### src/rtl/sa_result_serializer.sv
// sa_result_serializer
//  Captures the south-edge result vector of the systolic array on i_cap and
//  streams it byte by byte into a uart_tx-style transmitter. Byte k of a frame
//  is snapshot[k*W_DATA +: W_DATA], so column 0 goes first and each column is
//  sent LSB byte first. The transmitter acknowledges each byte with i_tx_done.
//  Optional feature macro: SER_CHECKSUM_EN appends one XOR checksum byte.
module sa_result_serializer #(
  parameter int COL    = 56,
  parameter int W_ACC  = 32,
  parameter int W_DATA = 8
) (
  input  logic                   i_clk,
  input  logic                   i_rst,
  input  logic                   i_cap,
  input  logic [COL*W_ACC-1:0]   i_data,
  input  logic                   i_tx_done,
  output logic                   o_tx_dv,
  output logic [W_DATA-1:0]      o_tx_byte,
  output logic                   o_busy,
  output logic                   o_frame_done,
  output logic                   o_overrun
);

  localparam int BPW    = W_ACC / W_DATA;
  localparam int NBYTES = COL * BPW;
  localparam int CW     = $clog2(NBYTES + 1);
`ifdef SER_CHECKSUM_EN
  localparam int LAST   = NBYTES;
`else
  localparam int LAST   = NBYTES - 1;
`endif

  typedef enum logic [1:0] {IDLE, SEND, WAIT, DONE} state_t;

  state_t                 state_q;
  logic [CW-1:0]          cnt_q;
  logic [COL*W_ACC-1:0]   snap_q;
  logic                   tx_dv_q;
  logic [W_DATA-1:0]      tx_byte_q;
  logic                   busy_q;
  logic                   fd_q;
  logic                   ovr_q;
`ifdef SER_CHECKSUM_EN
  logic [W_DATA-1:0]      csum_q;
`endif

  // Index and contents of the byte that follows the one in flight. Since
  // W_ACC is a whole number of bytes, column/byte addressing collapses to a
  // flat byte index into the snapshot.
  logic [CW-1:0]          cnt_d;
  logic [W_DATA-1:0]      byte_d;

  assign cnt_d = cnt_q + CW'(1);

  // Byte mux over the snapshot; the index one past the payload selects the checksum.
  always_comb begin
    byte_d = '0;
    for (int k = 0; k < NBYTES; k++)
      if (cnt_d == CW'(k)) byte_d = snap_q[k*W_DATA +: W_DATA];
`ifdef SER_CHECKSUM_EN
    if (cnt_d == CW'(NBYTES)) byte_d = csum_q;
`endif
  end

  // Frame FSM; all outputs are registered and change with the state.
  always_ff @(posedge i_clk) begin
    if (i_rst) begin
      state_q   <= IDLE;
      cnt_q     <= '0;
      snap_q    <= '0;
      tx_dv_q   <= 1'b0;
      tx_byte_q <= '0;
      busy_q    <= 1'b0;
      fd_q      <= 1'b0;
      ovr_q     <= 1'b0;
`ifdef SER_CHECKSUM_EN
      csum_q    <= '0;
`endif
    end else begin
      tx_dv_q <= 1'b0;
      fd_q    <= 1'b0;
      // A capture arriving mid-frame is dropped but remembered.
      if (i_cap && state_q != IDLE) ovr_q <= 1'b1;
      case (state_q)
        IDLE: begin
          if (i_cap) begin
            snap_q    <= i_data;
            cnt_q     <= '0;
            tx_byte_q <= i_data[W_DATA-1:0];
            tx_dv_q   <= 1'b1;
            busy_q    <= 1'b1;
`ifdef SER_CHECKSUM_EN
            csum_q    <= '0;
`endif
            state_q   <= SEND;
          end
        end
        SEND: begin
`ifdef SER_CHECKSUM_EN
          // Fold each payload byte in as it is offered; the checksum byte itself is excluded.
          if (cnt_q < CW'(NBYTES)) csum_q <= csum_q ^ tx_byte_q;
`endif
          state_q <= WAIT;
        end
        WAIT: begin
          if (i_tx_done) begin
            if (cnt_q == CW'(LAST)) begin
              fd_q    <= 1'b1;
              state_q <= DONE;
            end else begin
              cnt_q     <= cnt_d;
              tx_byte_q <= byte_d;
              tx_dv_q   <= 1'b1;
              state_q   <= SEND;
            end
          end
        end
        DONE: begin
          busy_q  <= 1'b0;
          state_q <= IDLE;
        end
        default: state_q <= IDLE;
      endcase
    end
  end

  assign o_tx_dv      = tx_dv_q;
  assign o_tx_byte    = tx_byte_q;
  assign o_busy       = busy_q;
  assign o_frame_done = fd_q;
  assign o_overrun    = ovr_q;

endmodule

### config.mk
export PLATFORM = sky130hd
export DESIGN_NAME = sa_result_serializer
export DESIGN_NICKNAME = d
export VERILOG_FILES = /design/src/rtl/sa_result_serializer.sv
export SDC_FILE = /design/constraint.sdc
export NUM_CORES = 2
export LEC_CHECK = 0
export ABC_AREA = 1
export BUFFER_PORTS_ARGS = -buffer_cell sky130_fd_sc_hd__buf_4
export CAP_MARGIN = 20
export CELL_PAD_IN_SITES_DETAIL_PLACEMENT = 1
export CELL_PAD_IN_SITES_GLOBAL_PLACEMENT = 2
export CORE_AREA = 2 2 709 711
export CTS_CLUSTER_DIAMETER = 80
export DETAILED_ROUTE_END_ITERATION = 12
export DIE_AREA = 0 0 711 713
export GPL_ROUTABILITY_DRIVEN = 0
export PLACE_DENSITY = 0.5
export SYNTH_ARGS = -nofsm -noshare
export SYNTH_HDL_FRONTEND = slang
export SYNTH_SLANG_ARGS = --single-unit
### constraint.sdc
create_clock -name i_clk -period 33.9 [get_ports i_clk]
set_input_delay 6.78 -clock i_clk [delete_from_list [all_inputs] [get_ports i_clk]]
set_output_delay 6.78 -clock i_clk [all_outputs]
set_load 0.005 [all_outputs]
==> summary.txt <==
Final layout
  • Layout cell share with drive strength beyond 1: 0.190
  • Area Overhead vs Synth: 37.8%
  • Post-route cell area: 111,000 um^2
  • Nets: 15,300

Yosys
  • Sequential fraction of the synthesis area: 0.451
  • Ys Warns: 0
  • Post-synthesis cell type count: 26
  • Syn avg cell area: 6.70 um^2
  • Post-synthesis register bit count: 1,814
  • Mapped Area: 80,500 um^2
  • Net count after synthesis: 13,800
  • Synth Instances: 12,000

Detailed routing
  • Via/cell ratio: 4.27
  • Via count: 87,500
  • Antenna-violating nets left: 0
  • Routed wire length: 556 mm
  • # DRC: 0
  • Iter 0 DRT Violations: 4,845
  • Drt first pass iters: 5
  • Routed wire length per instance: 27.1 um

Timing
  • Unrepaired setup endpoints after global routing: no
  • Minimum clock period: 18.37 ns
  • Max Fclk: 54.4 MHz
  • Worst hold slack: 0.452 ns
  • Hold Vio Cnt, Final: 0
  • Setup TNS: 0 ns
  • Final setup viols: 0
  • Tcrit/Tclk final: 0.542
  • Worst-margin pin slew: 1.12 ns
  • Worst slew margin: 0.249
  • Clk_skew: 0.0587 ns
  • Final Slew Violations: 0

Setup path
  • Crit end category: flop
  • Crit path arrival time: 19.20 ns
  • Reg2reg start: cnt_q[1]$_SDFFE_PP0P_
  • Worst path bufs/invs: 3
  • Crit Path Category: flop to flop
  • Critical Path RT: 34.73 ns
  • Crit-path max cell delay: 0.42 ns
  • Top cell by count, worst path: nand2_1
  • Crit-path slowest cell: dfxtp_1
  • Startpoint types: flop
  • Worst setup startpoint: cnt_q[1]$_SDFFE_PP0P_
  • CP Max Fanout: 16
  • CP delay by family, top: simple AND/OR/NAND/NOR gates

Floorplan
  • Chip width: 711 um
  • Die span in y: 713 um
  • Initial core utilization: 0.161
  • FP Rows: 260
  • Num ports: 1,808
  • Die area: 507,000 um^2
  • Core Region: 500,000 um^2

Run status
  • Status: finished clean

CTS
  • CTS H-tree lvls: 5
  • Later-pin clock latency in the skew report: 0.94 ns
  • Num Clock Sinks: 1,814
  • Hold-fix buffers at CTS: 0
  • Clock Path Buffers: 4
  • Root Buffer: clkbuf_16
  • CTS Buf Count: 267
  • TritonCTS clock tree: built
  • Clock transition at the registers of the reported paths: 0.06 ns
  • Post-CTS sizing: 0
  • Post-CTS Setup Bufs: 0

Min path
  • Hold Path Class: flop to flop
  • Min-delay src: snap_q[1145]$_SDFFE_PP0P_

GRT
  • Vias in the first global route: 89,700
  • Antenna violations before repair: 258
  • Global-route wire length before repair: 750 mm
  • Largest net degree at the start of global routing: 212
  • GRT Overall Usage: 0.210
  • GR Overflow Total: 0

Power and ir drop
  • P per Cell Area: 56.3 nW/um^2
  • Cell leakage power: 47.4 nW
  • Worst VDD drop: 0.0365 mV

Run
  • # Max-Cap Violations: 0

Place
  • Buffers on Ports: 1,807
  • Post-DP HPWL: 434 mm
  • Cell Area, Placed: 102,000 um^2
final timing paths:
kind | end | slack (ns) | cells past startpoint
setup / recovery | o_tx_byte[1]$_SDFFE_PP0P_ | 15.53 | 230
hold / removal | snap_q[1145]$_SDFFE_PP0P_ | 0.45 | 2
hold reg to reg | snap_q[1145]$_SDFFE_PP0P_ | 0.45 | 2
setup reg to reg | o_tx_byte[1]$_SDFFE_PP0P_ | 15.53 | 230
cells by family after synthesis:
kind of cell	count (synthesis)	share of synthesized area
simple gates	3952	0.187
compound gates	4481	0.279
buf+inv	1770	0.0829
flops	1814	0.451
fa+ha+maj	4	0.000622
per-layer routing:
| metal | vias to the layer above | share of wire | GRT usage |
|---|---|---|---|
| met4 | 50 | 0.035 | 0.0725 |
| met5 | - | 0.00058 | 0 |
| met3 | 743 | 0.040 | 0.0327 |
| met1 | 42300 | 0.44 | 0.262 |
| met2 | 2000 | 0.49 | 0.364 |
| li1 | 42500 | - | - |
layout make-up:
type                    count  area, um^2
repair buffers           2111       16000
flip-flops and latches   1814       36300
clock inverters            75        1040
well taps                6681        8360
diodes                     78         195
clock buffers             392        7830
fillers                 60800      389000
inverters                 918        3460
multi-input cells        8437       37800
worst reg2reg max path, delay by kind of cell (launching register included):
kind	cells	cell delay (ns)
fa+ha+maj	1	0.38
compound gates	2	0.14
buf+inv	3	0.43
simple gates	224	16.99
flops	1	0.42
stage by stage:
stage	setup slack [ns]	instances	power, mW	util
floorplan	22.38	12000	2.90	-
global placement	15.12	20000	3.40	0.204
detailed placement	15.01	20000	3.41	0.204
CTS	14.98	20400	6.38	0.222
global route	12.86	20500	6.56	0.222
finish	15.53	20500	6.25	0.222
synthesized netlist by cell type (all sizes together):
| master | count | share of area |
|---|---|---|
| clkinv | 2 | 0.000093 |
| nand2 | 1858 | 0.087 |
| nand3 | 18 | 0.0011 |
| buf | 11 | 0.00095 |
| inv | 916 | 0.043 |
| a22oi | 2 | 0.00019 |
| and2 | 1 | 0.000078 |
| nor2 | 2058 | 0.098 |
| clkbuf | 841 | 0.039 |
| nor4 | 2 | 0.00016 |
| a21oi | 2675 | 0.17 |
| a31oi | 1 | 0.000078 |
| nand4 | 14 | 0.0011 |
| or2 | 1 | 0.000078 |
| dfxtp | 1814 | 0.45 |
| o21ai | 1803 | 0.11 |
| ha | 4 | 0.00062 |
registers in the layout (all words and copies together), names as in the netlist:
signal / flops
o_frame_done: 1
o_busy: 1
cnt_q: 8
o_overrun: 1
snap_q: 1792
o_tx_dv: 1
state_q: 2
o_tx_byte: 8
placed cells by master (no fill, tap or decap), types with 2 or more instances in the layout:
master      instances
a21oi_1          2675
a22oi_1             2
buf_12             11
buf_4            2096
buf_6               3
bufinv_16          16
clkbuf_1           63
clkbuf_16         272
clkbuf_8           57
clkinv_16           2
clkinv_2           29
clkinv_4            3
clkinv_8            7
clkinvlp_4          6
dfxtp_1          1814
diode_2            78
ha_1                4
inv_1             909
inv_16              5
inv_2               3
inv_6              10
inv_8               2
nand2_1          1840
nand2_2             3
nand2_4            15
nand3_1            18
nand4_1            14
nor2_1           1987
nor2_2             58
nor2_4             11
nor2_8              2
nor4_1              2
o21ai_0          1801
o21ai_1             2
report_power, final:
| part | switching, mW | leakage, nW | internal [mW] | total [mW] |
|---|---|---|---|---|
| clock | 1.17 | 4.34 | 1.73 | 2.90 |
| combinational | 0.594 | 28.1 | 0.316 | 0.910 |
| sequential | 0.0957 | 15.0 | 2.34 | 2.43 |
| total | 1.86 | 47.4 | 4.38 | 6.25 |
(Power assumes the default switching activity.)
